$ cat config.mk
export PLATFORM = sky130hd
export DESIGN_NAME = aud_wr_arbiter_flat
export DESIGN_NICKNAME = d
export VERILOG_FILES = /design/src/rtl/aud_wr_arbiter_pkg.sv /design/src/rtl/aud_wr_arbiter_if.sv /design/src/rtl/aud_wr_arbiter_rr_pick2.sv /design/src/rtl/aud_wr_arbiter.sv /design/src/flat_wrapper.sv
export SDC_FILE = /design/constraint.sdc
export NUM_CORES = 1
export LEC_CHECK = 0
export CORE_AREA = 8 8 70 72
export DETAILED_ROUTE_END_ITERATION = 8
export DIE_AREA = 0 0 78 80
export PLACE_DENSITY = 0.74
export SLEW_MARGIN = 0
export SYNTH_ARGS = -nofsm -noshare
export SYNTH_HDL_FRONTEND = slang
export SYNTH_SLANG_ARGS = --single-unit
$ cat constraint.sdc
create_clock -name clk -period 2.3 [get_ports clk]
set_input_delay 0.46 -clock clk [delete_from_list [all_inputs] [get_ports clk]]
set_output_delay 0.46 -clock clk [all_outputs]
set_load 0.02 [all_outputs]
$ cat src/rtl/aud_wr_arbiter_pkg.sv
`default_nettype none
//==============================================================================
// Module   : aud_axil_defs (package)
// Desc     : Shared widths, write-response codes and arbiter state encoding
//            for the audio controller AXI4-Lite write arbiter.
// Revision : 1.0 - initial release
//==============================================================================
package aud_axil_defs;

    localparam int ADDR_W = 4;
    localparam int DATA_W = 7;

    localparam logic [1:0] BRESP_OKAY   = 2'b00;
    localparam logic [1:0] BRESP_SLVERR = 2'b10;

    typedef enum logic [1:0] {
        ST_IDLE = 2'd0,
        ST_XFER = 2'd1,
        ST_RESP = 2'd2,
        ST_FWD  = 2'd3
    } arb_state_t;

endpackage
`default_nettype wire

$ cat src/rtl/aud_wr_arbiter_if.sv
`default_nettype none
//==============================================================================
// Module   : aud_wr_arbiter_if
// Desc     : AXI4-Lite write channel (AW, W, B). The master modport drives
//            address/data valid and BREADY; the slave modport answers.
// Revision : 1.0 - initial release
//==============================================================================
interface aud_wr_arbiter_if #(
    parameter int ADDR_W = aud_axil_defs::ADDR_W,
    parameter int DATA_W = aud_axil_defs::DATA_W
);
    logic              AWVALID;
    logic [ADDR_W-1:0] AWADDR;
    logic              AWREADY;
    logic              WVALID;
    logic [DATA_W-1:0] WDATA;
    logic              WREADY;
    logic              BVALID;
    logic [1:0]        BRESP;
    logic              BREADY;

    modport master (
        output AWVALID, AWADDR, WVALID, WDATA, BREADY,
        input  AWREADY, WREADY, BVALID, BRESP
    );

    modport slave (
        input  AWVALID, AWADDR, WVALID, WDATA, BREADY,
        output AWREADY, WREADY, BVALID, BRESP
    );
endinterface
`default_nettype wire

$ cat src/rtl/aud_wr_arbiter_rr_pick2.sv
`default_nettype none
//==============================================================================
// Module   : rr_pick2
// Desc     : Combinational two-way round-robin picker. When both request,
//            the one that was not served last wins.
// Revision : 1.0 - initial release
//==============================================================================
module rr_pick2 (
    input  logic [1:0] i_req,
    input  logic       i_last,
    output logic       o_gnt,
    output logic       o_valid
);
    // Pick the requester index; contention alternates away from i_last
    always_comb begin
        o_valid = |i_req;
        o_gnt   = 1'b0;
        if (i_req == 2'b11) begin
            o_gnt = ~i_last;
        end else if (i_req[1]) begin
            o_gnt = 1'b1;
        end
    end
endmodule
`default_nettype wire

$ cat src/rtl/aud_wr_arbiter.sv
`default_nettype none
//==============================================================================
// Module   : aud_wr_arbiter
// Desc     : Round-robin arbiter giving two requesters (boot config
//            sequencer, runtime volume/tone updater) a shared AXI4-Lite
//            write channel. Each grant owns one complete AW/W/B transaction;
//            a watchdog aborts a hung transfer with SLVERR.
// Revision : 1.0 - initial release
//==============================================================================
module aud_wr_arbiter #(
    parameter int ADDR_W  = aud_axil_defs::ADDR_W,
    parameter int DATA_W  = aud_axil_defs::DATA_W,
    parameter int TIMEOUT = 255
) (
    input  logic             clk,
    input  logic             ARESETn,
    aud_wr_arbiter_if.slave  s0,
    aud_wr_arbiter_if.slave  s1,
    aud_wr_arbiter_if.master m,
    output logic             busy,
    output logic             timeout_err
);
    import aud_axil_defs::*;

    localparam logic [7:0] c_wd_limit = 8'(TIMEOUT);

    arb_state_t        r_state;
    arb_state_t        w_state_nxt;
    logic              r_last;
    logic              r_gnt;
    logic [ADDR_W-1:0] r_awaddr;
    logic [DATA_W-1:0] r_wdata;
    logic              r_awvalid;
    logic              r_wvalid;
    logic              r_bready;
    logic [1:0]        r_bresp;
    logic [7:0]        r_wd_cnt;

    logic [1:0]        w_req;
    logic              w_pick;
    logic              w_pick_vld;
    logic              w_grant;
    logic              w_wd_expire;
    logic              w_aw_done;
    logic              w_w_done;
    logic              w_fwd_ack;
    logic              w_enter_wd;

    // A requester only counts when address and data are both offered
    assign w_req = {s1.AWVALID & s1.WVALID, s0.AWVALID & s0.WVALID};

    rr_pick2 u_pick (
        .i_req   (w_req),
        .i_last  (r_last),
        .o_gnt   (w_pick),
        .o_valid (w_pick_vld)
    );

    assign w_grant     = (r_state == ST_IDLE) && w_pick_vld;
    assign w_wd_expire = ((r_state == ST_XFER) || (r_state == ST_RESP)) &&
                         (r_wd_cnt == c_wd_limit);
    // A channel is done once its valid has already dropped or handshakes now
    assign w_aw_done   = ~r_awvalid | m.AWREADY;
    assign w_w_done    = ~r_wvalid  | m.WREADY;
    assign w_fwd_ack   = (r_state == ST_FWD) && (r_gnt ? s1.BREADY : s0.BREADY);
    assign w_enter_wd  = (w_state_nxt != r_state) &&
                         ((w_state_nxt == ST_XFER) || (w_state_nxt == ST_RESP));

    // State register
    always_ff @(posedge clk or negedge ARESETn) begin
        if (!ARESETn) begin
            r_state <= ST_IDLE;
        end else begin
            r_state <= w_state_nxt;
        end
    end

    // Next-state decode; the watchdog overrides any handshake in XFER/RESP
    always_comb begin
        w_state_nxt = r_state;
        case (r_state)
            ST_IDLE: begin
                if (w_pick_vld) begin
                    w_state_nxt = ST_XFER;
                end
            end
            ST_XFER: begin
                if (w_wd_expire) begin
                    w_state_nxt = ST_FWD;
                end else if (w_aw_done && w_w_done) begin
                    w_state_nxt = ST_RESP;
                end
            end
            ST_RESP: begin
                if (w_wd_expire) begin
                    w_state_nxt = ST_FWD;
                end else if (m.BVALID && r_bready) begin
                    w_state_nxt = ST_FWD;
                end
            end
            ST_FWD: begin
                if (w_fwd_ack) begin
                    w_state_nxt = ST_IDLE;
                end
            end
            default: w_state_nxt = ST_IDLE;
        endcase
    end

    // Capture the winner's address/data and identity at grant time
    always_ff @(posedge clk or negedge ARESETn) begin
        if (!ARESETn) begin
            r_awaddr <= '0;
            r_wdata  <= '0;
            r_gnt    <= 1'b0;
        end else if (w_grant) begin
            r_awaddr <= w_pick ? s1.AWADDR : s0.AWADDR;
            r_wdata  <= w_pick ? s1.WDATA  : s0.WDATA;
            r_gnt    <= w_pick;
        end
    end

    // AW and W valids rise together at grant and retire independently
    always_ff @(posedge clk or negedge ARESETn) begin
        if (!ARESETn) begin
            r_awvalid <= 1'b0;
            r_wvalid  <= 1'b0;
        end else if (w_grant) begin
            r_awvalid <= 1'b1;
            r_wvalid  <= 1'b1;
        end else if (r_state == ST_XFER) begin
            if (w_wd_expire) begin
                r_awvalid <= 1'b0;
                r_wvalid  <= 1'b0;
            end else begin
                if (m.AWREADY) r_awvalid <= 1'b0;
                if (m.WREADY)  r_wvalid  <= 1'b0;
            end
        end
    end

    // BREADY covers exactly the RESP state; response code latched on exit
    always_ff @(posedge clk or negedge ARESETn) begin
        if (!ARESETn) begin
            r_bready <= 1'b0;
            r_bresp  <= BRESP_OKAY;
        end else if (w_wd_expire) begin
            r_bready <= 1'b0;
            r_bresp  <= BRESP_SLVERR;
        end else if ((r_state == ST_XFER) && w_aw_done && w_w_done) begin
            r_bready <= 1'b1;
        end else if ((r_state == ST_RESP) && m.BVALID && r_bready) begin
            r_bready <= 1'b0;
            r_bresp  <= m.BRESP;
        end
    end

    // Watchdog: restarts on entry to XFER/RESP, counts while in them
    always_ff @(posedge clk or negedge ARESETn) begin
        if (!ARESETn) begin
            r_wd_cnt <= 8'd0;
        end else if (w_enter_wd) begin
            r_wd_cnt <= 8'd0;
        end else if ((r_state == ST_XFER) || (r_state == ST_RESP)) begin
            r_wd_cnt <= r_wd_cnt + 8'd1;
        end else begin
            r_wd_cnt <= 8'd0;
        end
    end

    // Remember who was served once the response has been handed back
    always_ff @(posedge clk or negedge ARESETn) begin
        if (!ARESETn) begin
            r_last <= 1'b1;
        end else if (w_fwd_ack) begin
            r_last <= r_gnt;
        end
    end

    assign m.AWVALID  = r_awvalid;
    assign m.AWADDR   = r_awaddr;
    assign m.WVALID   = r_wvalid;
    assign m.WDATA    = r_wdata;
    assign m.BREADY   = r_bready;

    assign s0.AWREADY = w_grant & ~w_pick;
    assign s0.WREADY  = w_grant & ~w_pick;
    assign s1.AWREADY = w_grant &  w_pick;
    assign s1.WREADY  = w_grant &  w_pick;

    assign s0.BVALID  = (r_state == ST_FWD) & ~r_gnt;
    assign s1.BVALID  = (r_state == ST_FWD) &  r_gnt;
    assign s0.BRESP   = s0.BVALID ? r_bresp : BRESP_OKAY;
    assign s1.BRESP   = s1.BVALID ? r_bresp : BRESP_OKAY;

    assign busy        = (r_state != ST_IDLE);
    assign timeout_err = w_wd_expire;

endmodule
`default_nettype wire
$ cat src/flat_wrapper.sv
// flat-port wrapper written by rule: the top's interface ports become plain ports
module aud_wr_arbiter_flat import aud_axil_defs::*;
#(
    parameter int ADDR_W  = aud_axil_defs::ADDR_W,
    parameter int DATA_W  = aud_axil_defs::DATA_W,
    parameter int TIMEOUT = 255
)
  (clk, ARESETn, busy, timeout_err, s0_AWVALID, s0_AWADDR, s0_WVALID, s0_WDATA, s0_BREADY, s0_AWREADY, s0_WREADY, s0_BVALID, s0_BRESP, s1_AWVALID, s1_AWADDR, s1_WVALID, s1_WDATA, s1_BREADY, s1_AWREADY, s1_WREADY, s1_BVALID, s1_BRESP, m_AWVALID, m_AWADDR, m_WVALID, m_WDATA, m_BREADY, m_AWREADY, m_WREADY, m_BVALID, m_BRESP);
  aud_wr_arbiter_if #(.ADDR_W(ADDR_W), .DATA_W(DATA_W)) s0_i ();
  aud_wr_arbiter_if #(.ADDR_W(ADDR_W), .DATA_W(DATA_W)) s1_i ();
  aud_wr_arbiter_if #(.ADDR_W(ADDR_W), .DATA_W(DATA_W)) m_i ();
  input  logic clk;
  input  logic ARESETn;
  output logic busy;
  output logic timeout_err;
  input wire logic [$bits(s0_i.AWVALID)-1:0] s0_AWVALID;
  input wire logic [$bits(s0_i.AWADDR)-1:0] s0_AWADDR;
  input wire logic [$bits(s0_i.WVALID)-1:0] s0_WVALID;
  input wire logic [$bits(s0_i.WDATA)-1:0] s0_WDATA;
  input wire logic [$bits(s0_i.BREADY)-1:0] s0_BREADY;
  output wire logic [$bits(s0_i.AWREADY)-1:0] s0_AWREADY;
  output wire logic [$bits(s0_i.WREADY)-1:0] s0_WREADY;
  output wire logic [$bits(s0_i.BVALID)-1:0] s0_BVALID;
  output wire logic [$bits(s0_i.BRESP)-1:0] s0_BRESP;
  input wire logic [$bits(s1_i.AWVALID)-1:0] s1_AWVALID;
  input wire logic [$bits(s1_i.AWADDR)-1:0] s1_AWADDR;
  input wire logic [$bits(s1_i.WVALID)-1:0] s1_WVALID;
  input wire logic [$bits(s1_i.WDATA)-1:0] s1_WDATA;
  input wire logic [$bits(s1_i.BREADY)-1:0] s1_BREADY;
  output wire logic [$bits(s1_i.AWREADY)-1:0] s1_AWREADY;
  output wire logic [$bits(s1_i.WREADY)-1:0] s1_WREADY;
  output wire logic [$bits(s1_i.BVALID)-1:0] s1_BVALID;
  output wire logic [$bits(s1_i.BRESP)-1:0] s1_BRESP;
  output wire logic [$bits(m_i.AWVALID)-1:0] m_AWVALID;
  output wire logic [$bits(m_i.AWADDR)-1:0] m_AWADDR;
  output wire logic [$bits(m_i.WVALID)-1:0] m_WVALID;
  output wire logic [$bits(m_i.WDATA)-1:0] m_WDATA;
  output wire logic [$bits(m_i.BREADY)-1:0] m_BREADY;
  input wire logic [$bits(m_i.AWREADY)-1:0] m_AWREADY;
  input wire logic [$bits(m_i.WREADY)-1:0] m_WREADY;
  input wire logic [$bits(m_i.BVALID)-1:0] m_BVALID;
  input wire logic [$bits(m_i.BRESP)-1:0] m_BRESP;
  assign s0_i.AWVALID = s0_AWVALID;
  assign s0_i.AWADDR = s0_AWADDR;
  assign s0_i.WVALID = s0_WVALID;
  assign s0_i.WDATA = s0_WDATA;
  assign s0_i.BREADY = s0_BREADY;
  assign s0_AWREADY = s0_i.AWREADY;
  assign s0_WREADY = s0_i.WREADY;
  assign s0_BVALID = s0_i.BVALID;
  assign s0_BRESP = s0_i.BRESP;
  assign s1_i.AWVALID = s1_AWVALID;
  assign s1_i.AWADDR = s1_AWADDR;
  assign s1_i.WVALID = s1_WVALID;
  assign s1_i.WDATA = s1_WDATA;
  assign s1_i.BREADY = s1_BREADY;
  assign s1_AWREADY = s1_i.AWREADY;
  assign s1_WREADY = s1_i.WREADY;
  assign s1_BVALID = s1_i.BVALID;
  assign s1_BRESP = s1_i.BRESP;
  assign m_AWVALID = m_i.AWVALID;
  assign m_AWADDR = m_i.AWADDR;
  assign m_WVALID = m_i.WVALID;
  assign m_WDATA = m_i.WDATA;
  assign m_BREADY = m_i.BREADY;
  assign m_i.AWREADY = m_AWREADY;
  assign m_i.WREADY = m_WREADY;
  assign m_i.BVALID = m_BVALID;
  assign m_i.BRESP = m_BRESP;
  aud_wr_arbiter #(.ADDR_W(ADDR_W), .DATA_W(DATA_W), .TIMEOUT(TIMEOUT)) u_core (.clk(clk), .ARESETn(ARESETn), .s0(s0_i), .s1(s1_i), .m(m_i), .busy(busy), .timeout_err(timeout_err));
endmodule
==> out/metrics.cfg, run 1 <==
[global_route]
grt_pass1_vias = 1493
grt_first_pass_wirelength_mm = 7.28
overflow = 0
track_usage = 0.140
grt_max_degree = 29
antenna_found_initial = 0

[yosys]
avgSynthCellArea_sq_um = 9.68
synth.distinct_cells = 40
yosys_register_bits = 28
syn-num-nets = 207
synth_area_leaders = dfrtp_1 42%, a22oi_1 5.6%, nand2_1 5.4%, ha_1 4.7%, o21ai_0 4.7%
seq_area_frac_synth = 0.437
yosysWarningCount = 0
netlist_area_sq_um = 1610
synth_top_cell_by_area = dfrtp_1
syn_inst = 166
synth_top_area_frac = 0.421

[clock_tree]
root_buffer = clkbuf_8
htreeDepth = 1
hold_buffers = 0
cts.sinks = 28
clk_pin_slew_ns = 0.09
post-cts-setup-buffer-count = 0
cts_buffer_depth = 2
tritoncts = done
ctsResizeCount = 10
clkLatencyLatePin_ns = 0.27
cts_buffers = 3

[cells_and_area]
drive_gt1_frac = 0.142
fillers = 337
multi_input_area_sq_um = 860
final_cell_mix = 49 x clkdlybuf4s50_1, 27 x dfrtp_1, 23 x nand2_1
final_cells = 290
antenna_cells = 0
ff_latch_area_sq_um = 702
area_delta_synth_final_pct = 50.5
final_common_cell = clkdlybuf4s50_1
nets = 282

[detailed_routing]
drt-pass1-iter-count = 5
ant_nets = 0
post_drt_wl_per_cell_microns = 15.6
dr_total_vias = 1522
drt_iter0_drc = 115
drc_errors = 0
viasPerCell = 5.25
routed_wl_mm = 4.52

[sta]
fin_crit_sh = 0.991
timing.fmax_mhz = 439
relSlewSlack = 0.483
period_needed_ns = 2.28
fin_ws_ns = 0.0203
hold_viol = 0
final_max_slew_viol_count = 0
setup_violations = 0
worst_pin_slew_ns = 0.772
finClkSkew_ns = 0.00275

[min_path]
hold_class = reg -> reg
holdPathEnd = u_core.m.AWADDR[0]
hold_depth = 2
min_from = u_core.m.AWADDR[0]

[critical_path]
crit_slowest_cell = clkdlybuf4s50_1
critPathBufInv = 2
cp.arrival_ns = 1.82
reg2reg_from = u_core.r_state[0]
rr_endpoint = u_core.r_wd_cnt[6]
crit_required_ns = 1.84
rrSetupSlack_ns = 0.10
start_kind = input port
end_kind = output port
crit_path_cell_trace = clkdlybuf4s50_1 -> nand2_1 -> a31oi_2 -> and2_1 -> dlygate4sd2_1
slowest_delay_ns = 0.51
ff2ff_path_depth = 8
critPathTopFamily = buffers and inverters
crit_fanout = 3
critPathKind = in -> out

[place]
dp_hpwl_mm = 3.38
port-buffer-count = 60
place_worst_setup_slack_ns = -0.255
gp_congestion = 0.796
dpl.cell_count = 286

[pwr]
p_per_area_nw_per_um2 = 1100
ir_drop_mv = 0.588
leakage_nw = 1.11

[die]
die_x_microns = 78
dieArea_sq_um = 6240
core_region_area_sq_um = 3860
initial_utilization = 0.417
die_h_microns = 80
ios = 61
rows = 23

[run_status]
status = complete, no violations

[flow_run]
drv_cap = 0

==> sequential cells by signal (all words and copies together), names as in the netlist <==
| register | flops |
|---|---|
| u_core.r_wd_cnt | 8 |
| u_core.m.WDATA | 7 |
| u_core.m.AWADDR | 4 |
| u_core.r_bresp | 2 |
| u_core.r_state | 2 |
| u_core.m.AWVALID | 1 |
| u_core.m.BREADY | 1 |
| u_core.m.WVALID | 1 |
| u_core.r_gnt | 1 |
| u_core.r_last | 1 |
==> Yosys cell counts (all sizes together) <==
cell	n
nand3	4
xor2	2
nor2b	2
nor4b	7
and3	4
inv	6
nor4	1
a21o	1
a311o	1
nor2	10
o21ai	15
o22ai	1
and4	1
dfrtp	27
mux2i	2
xnor2	4
nor4bb	1
buf	3
a31oi	2
or3	1
dfstp	1
o221ai	1
mux2	1
nand2b	2
and2	5
a311oi	1
a22oi	12
or2	1
a22o	1
a2111o	1
o211a	2
ha	6
clkbuf	4
o21a	1
nand2	23
o22a	1
a21oi	6
nand4	2
==> routing by layer <==
metal / global-route usage / share of wire / up-vias
met5: 0 / 0 / -
met4: 0.0463 / 0.014 / 0
met3: 0.0372 / 0.053 / 8
met2: 0.236 / 0.52 / 30
met1: 0.171 / 0.41 / 736
li1: - / - / 748
==> metrics by stage <==
stage / total power [mW] / utilization / setup TNS, ns / cell area, sq um / hold slack, ns
finish: 2.66 / 0.627 / 0 / 2420 / 0.492
global route: 2.85 / 0.627 / -0.0247 / 2420 / 0.515
CTS: 2.68 / 0.624 / 0 / 2410 / 0.494
detailed placement: 2.37 / 0.612 / -1.83 / 2360 / 0.472
global placement: 2.34 / 0.612 / -1.31 / 2360 / 0.462
floorplan: 1.65 / - / 0 / 1610 / 0.164
==> worst max path at each step <==
stage                      startpoint            endpoint  slack [ns]  cells past startpoint
floorplan           u_core.r_state[0]  u_core.r_wd_cnt[2]        0.19                      8
global route                s1_WVALID           s1_WREADY       -0.02                      5
CTS                         s1_WVALID          s1_AWREADY        0.01                      5
global placement            s1_WVALID          s0_AWREADY       -0.21                      5
detailed placement          s1_WVALID          s1_AWREADY       -0.26                      5
finish                      s1_WVALID           s1_WREADY        0.02                      5
==> worst reg2reg max path: stages (launching register included) <==
cell and delay [ns]:
dfrtp_1 0.38, inv_1 0.07, buf_4 0.15, ha_1 0.26, a2111o_1 0.45, o22a_2 0.25
a311oi_4 0.26, buf_4 0.21, nor4b_1 0.06
==> cell type report <==
| type | count | area share |
|---|---|---|
| Clock buffer | 4 | 0.0228 |
| Sequential cell | 28 | 0.290 |
| Timing Repair Buffer | 77 | 0.296 |
| Inverter | 6 | 0.00931 |
| Tap cell | 50 | 0.0259 |
| Multi-Input combinational cell | 125 | 0.355 |
==> cell families (layout without fill, tap and decap cells) <==
logic type	after synthesis	count (layout)	share of synthesized area
adder cells (fa/ha/maj)	6	6	0.0467
buffers and inverters	13	87	0.0374
multiplexers	3	3	0.0195
AO/OA/AOI/OAI	46	46	0.202
AND/OR/NAND/NOR	64	64	0.225
flip-flops	28	28	0.437
XOR/XNOR	6	6	0.0327
==> report_power, final <==
group	switching, mW	internal, mW	total (mW)
registers	0.122	0.672	0.794
clock network	0.154	0.153	0.308
logic	0.822	0.737	1.56
Note: power is estimated with default switching activity, not from simulation.
==> inputs of run 2 (changes only) <==
--- a/config.mk
+++ b/config.mk
@@ -9,6 +9,7 @@
 export DETAILED_ROUTE_END_ITERATION = 8
 export DIE_AREA = 0 0 78 80
 export PLACE_DENSITY = 0.74
+export REMOVE_ABC_BUFFERS = 1
 export SLEW_MARGIN = 0
 export SYNTH_ARGS = -nofsm -noshare
 export SYNTH_HDL_FRONTEND = slang
==> out/metrics.cfg, run 2 (same netlist as run 1, synthesis figures left out) <==
[sta]
rsz0062_at_grt = yes
fin_crit_sh = 0.970
setup_violations = 0
final_max_slew_viol_count = 0
relSlewSlack = 0.482
period_needed_ns = 2.23
timing.fmax_mhz = 448
hold_ws_ns = 0.488
fin_tns_setup_ns = 0
worst_pin_slew_ns = 0.774
finClkSkew_ns = 0.00534
fin_ws_ns = 0.0680
hold_viol = 0

[clock_tree]
cts_buffer_depth = 2
cts_buffers = 3
clk_pin_slew_ns = 0.10
tritoncts = done
post-cts-setup-buffer-count = 0
cts.sinks = 28
clkLatencyLatePin_ns = 0.27
htreeDepth = 1
root_buffer = clkbuf_8

[cells_and_area]
largest_reg_flops = 8
nets = 289
final_cells = 297
largest_register = u_core.r_wd_cnt
fillers = 343
antenna_cells = 0
final_cell_mix = 49 x clkdlybuf4s50_1, 27 x dfrtp_1, 24 x buf_4
drive_gt1_frac = 0.154
area_delta_synth_final_pct = 54.5
final_common_cell = clkdlybuf4s50_1

[detailed_routing]
drt-pass1-iter-count = 4
drc_errors = 0
wl_met1_mm = 1.90
post_drt_wl_per_cell_microns = 15.2
wl_met3_microns = 282
top_layer_used = met4
viasPerCell = 5.24
wl_met2_mm = 2.27
routed_wl_mm = 4.51
ant_nets = 0
dr_total_vias = 1557
drt_iter0_drc = 59

[critical_path]
start_kind = input port
crit_fanout = 3
crit_slowest_cell = clkdlybuf4s50_1
critPathTopFamily = buffers and inverters
crit_required_ns = 1.84
rrSetupSlack_ns = 0.15
slowest_delay_ns = 0.52
critPathBufInv = 2
end_kind = output port
critPathKind = in -> out
cp.arrival_ns = 1.77
crit_path_cell_trace = clkdlybuf4s50_1 -> a22o_1 -> nand2_1 -> nor2_1 -> dlygate4sd2_1

[die]
initial_utilization = 0.417
core_region_area_sq_um = 3860
ios = 61
die_h_microns = 80
dieArea_sq_um = 6240
rows = 23
die_x_microns = 78

[global_route]
antenna_found_initial = 0
grt_pass1_vias = 1664
grt_max_degree = 29
track_usage = 0.152
overflow = 0
grt_first_pass_wirelength_mm = 7.87

[min_path]
hold_class = reg -> reg

[pwr]
leakage_nw = 1.14
power_mw = 2.76
p_per_area_nw_per_um2 = 1110
ir_drop_mv = 0.520

[place]
dpl.cell_count = 293
gp_congestion = 0.836
place_worst_setup_slack_ns = -0.215
port-buffer-count = 60
dp_hpwl_mm = 3.48

[run_status]
status = complete, no violations

[flow_run]
drv_cap = 0

run 2: worst paths after layout:
kind	from	end	cells past startpoint
min in group asynchronous	ARESETn	u_core.r_bresp[1]	2
hold / removal	u_core.m.WDATA[1]	u_core.m.WDATA[1]	2
setup / recovery	s0_WVALID	s0_AWREADY	5
setup reg to reg	u_core.r_state[1]	u_core.r_wd_cnt[0]	8
max in group asynchronous	ARESETn	u_core.r_last	2
hold reg to reg	u_core.m.WDATA[1]	u_core.m.WDATA[1]	2
run 2: area by class of cell:
class | count | area [sq um] | area share
sequential | 28 | 702 | 0.283
timing repair buffer | 84 | 767 | 0.309
clock buffer | 3 | 41.3 | 0.0166
inverter | 6 | 22.5 | 0.00907
tap | 50 | 62.6 | 0.0252
multi-input combinational | 125 | 857 | 0.345
clock inverter | 1 | 30.0 | 0.0121
run 2: per-layer routing:
layer | global-route usage | vias to the layer above
li1 | - | 763
met1 | 0.178 | 749
met2 | 0.267 | 39
met3 | 0.0360 | 6
met4 | 0.0519 | 0
met5 | 0 | -
run 2: what timing repair did:
item                                    4_1_cts  5_1_grt
hold buffers                                  0        0
gates resized for setup                      11        2
endpoints found under the setup margin       11        5
run 2: worst register-to-register path, delay by kind of cell (launching register included):
family                   cells  cell delay, ns
AO/OA/AOI/OAI                3            0.92
AND/OR/NAND/NOR              1            0.06
buffers and inverters        3            0.42
adder cells (fa/ha/maj)      1            0.25
flip-flops                   1            0.40
run 2: report_power, final:
group	switching (mW)	internal, mW	leakage (nW)
combinational	0.830	0.753	0.755
clock	0.155	0.233	0.0357
sequential	0.121	0.672	0.347
run 2: per-stage QoR:
step | cell area, sq um | util
after floorplan | 1570 | -
after global placement | 2410 | 0.626
after detailed placement | 2410 | 0.626
after CTS | 2470 | 0.640
after global routing | 2480 | 0.644
final | 2480 | 0.644
==> inputs of run 3 (changes only) <==
--- a/config.mk
+++ b/config.mk
@@ -6,8 +6,10 @@
 export NUM_CORES = 1
 export LEC_CHECK = 0
 export CORE_AREA = 8 8 70 72
+export CTS_CLUSTER_SIZE = 12
 export DETAILED_ROUTE_END_ITERATION = 8
 export DIE_AREA = 0 0 78 80
+export GPL_TIMING_DRIVEN = 0
 export PLACE_DENSITY = 0.74
 export REMOVE_ABC_BUFFERS = 1
 export SLEW_MARGIN = 0
==> out/metrics.cfg, run 3 (same netlist as run 1, synthesis figures left out) <==
[global_route]
grt_max_degree = 29
track_usage = 0.138
grt_pass1_vias = 1482
overflow = 0
antenna_found_initial = 0
grt_first_pass_wirelength_mm = 7.08

[die]
dieArea_sq_um = 6240
core_region_area_sq_um = 3860
die_x_microns = 78
rows = 23
die_h_microns = 80
initial_utilization = 0.417
ios = 61

[place]
gp_congestion = 0.766
place_area_sq_um = 2230
port-buffer-count = 60
dp_hpwl_mm = 3.06
dpl.cell_count = 269

[pwr]
p_per_area_nw_per_um2 = 1110
ir_drop_mv = 0.543
power_mw = 2.70
leakage_nw = 1.07

[cells_and_area]
final_cell_mix = 48 x clkdlybuf4s50_1, 25 x dfrtp_1, 22 x nand2_1
ff_latch_area_sq_um = 704
fin_area_sq_um = 2420
fillers = 341
multi_input_area_sq_um = 907
final_cells = 280
nets = 272
largest_reg_flops = 8
area_delta_synth_final_pct = 50.9
largest_register = u_core.r_wd_cnt
final_common_cell = clkdlybuf4s50_1
drive_gt1_frac = 0.152
antenna_cells = 0

[detailed_routing]
dr_total_vias = 1498
viasPerCell = 5.35
post_drt_wl_per_cell_microns = 15.1
drt-pass1-iter-count = 4
routed_wl_mm = 4.23
ant_nets = 0
drc_errors = 0
drt_iter0_drc = 66

[critical_path]
rr_endpoint = u_core.r_wd_cnt[6]
crit_fanout = 3
crit_end = s1_AWREADY
ff2ff_path_depth = 9
slowest_delay_ns = 0.51
cp.arrival_ns = 1.77
worstSetupStartpoint = s1_AWVALID
crit_slowest_cell = clkdlybuf4s50_1
end_kind = output port
crit_path_cell_trace = clkdlybuf4s50_1 -> nand2_1 -> a31oi_4 -> and2_1 -> dlygate4sd2_1
critPathKind = in -> out
reg2reg_from = u_core.r_state[0]
crit_required_ns = 1.84
start_kind = input port
rrSetupSlack_ns = 0.15

[clock_tree]
clkLatencyLatePin_ns = 0.28
root_buffer = clkbuf_8
cts.sinks = 28
htreeDepth = 1
clk_pin_slew_ns = 0.10
hold_buffers = 0
cts_buffer_depth = 2
tritoncts = done
cts_buffers = 3

[sta]
finClkSkew_ns = 0.00983
period_needed_ns = 2.23
timing.fmax_mhz = 447
worst_pin_slew_ns = 0.624
hold_ws_ns = 0.186
rsz0062_at_grt = yes
relSlewSlack = 0.584
final_max_slew_viol_count = 0
setup_violations = 0
hold_viol = 0
fin_crit_sh = 0.972

[min_path]
hold_class = in -> async

[flow_run]
drv_cap = 0

[run_status]
status = complete, no violations

-- run 3: metrics by stage --
step	setup slack (ns)	setup TNS, ns	utilization
floorplan	-0.0796	-0.612	-
global placement	-0.983	-13.63	0.579
detailed placement	-0.956	-13.32	0.579
CTS	0.00989	0	0.620
global route	-0.00687	-0.0171	0.629
finish	0.0652	0	0.629
-- run 3: worst max-delay path, delay by kind of cell --
kind,cells,cell delay [ns]
buf+inv,2,0.85
simple gates,2,0.29
compound gates,1,0.16
-- run 3: how the worst min path moves through the flow --
| stage | to | cells after the start | from |
|---|---|---|---|
| 3_3_place_gp | u_core.m.WDATA[1] | 2 | u_core.m.WDATA[1] |
| 2_1_floorplan | u_core.m.AWADDR[0] | 0 | ARESETn |
| 6_report | u_core.m.WDATA[5] | 1 | ARESETn |
| 3_5_place_dp | u_core.m.AWADDR[1] | 2 | u_core.m.AWADDR[1] |
| 4_1_cts | u_core.m.AWADDR[1] | 2 | u_core.m.AWADDR[1] |
| 5_1_grt | u_core.m.WDATA[0] | 1 | ARESETn |
-- run 3: power breakdown --
group,internal [mW],leakage [nW],switching [mW],total [mW]
logic,0.701,0.687,0.798,1.50
registers,0.675,0.345,0.138,0.813
clock network,0.233,0.0357,0.153,0.386
total,1.61,1.07,1.09,2.70
-- run 3: metal layers --
| layer | global-route usage | up-vias | part of all wire |
|---|---|---|---|
| li1 | - | 730 | - |
| met1 | 0.163 | 721 | 0.43 |
| met2 | 0.241 | 43 | 0.49 |
| met3 | 0.0360 | 4 | 0.067 |
| met4 | 0.0352 | 0 | 0.0073 |
| met5 | 0 | - | 0 |
-- run 3: final cells by class --
cell class / count / area share
Sequential cell: 28 / 0.291
Timing Repair Buffer: 67 / 0.271
Multi-Input combinational cell: 125 / 0.374
Clock buffer: 3 / 0.0170
Tap cell: 50 / 0.0258
Inverter: 6 / 0.00929
Clock inverter: 1 / 0.0124
-- run 3: what timing repair did --
item	in CTS	in global routing
pin swaps	4	3
endpoints found under the setup margin	31	22
buffers inserted	6	1
hold endpoints to repair	0	0
resized for setup	27	9
gates cloned	0	0
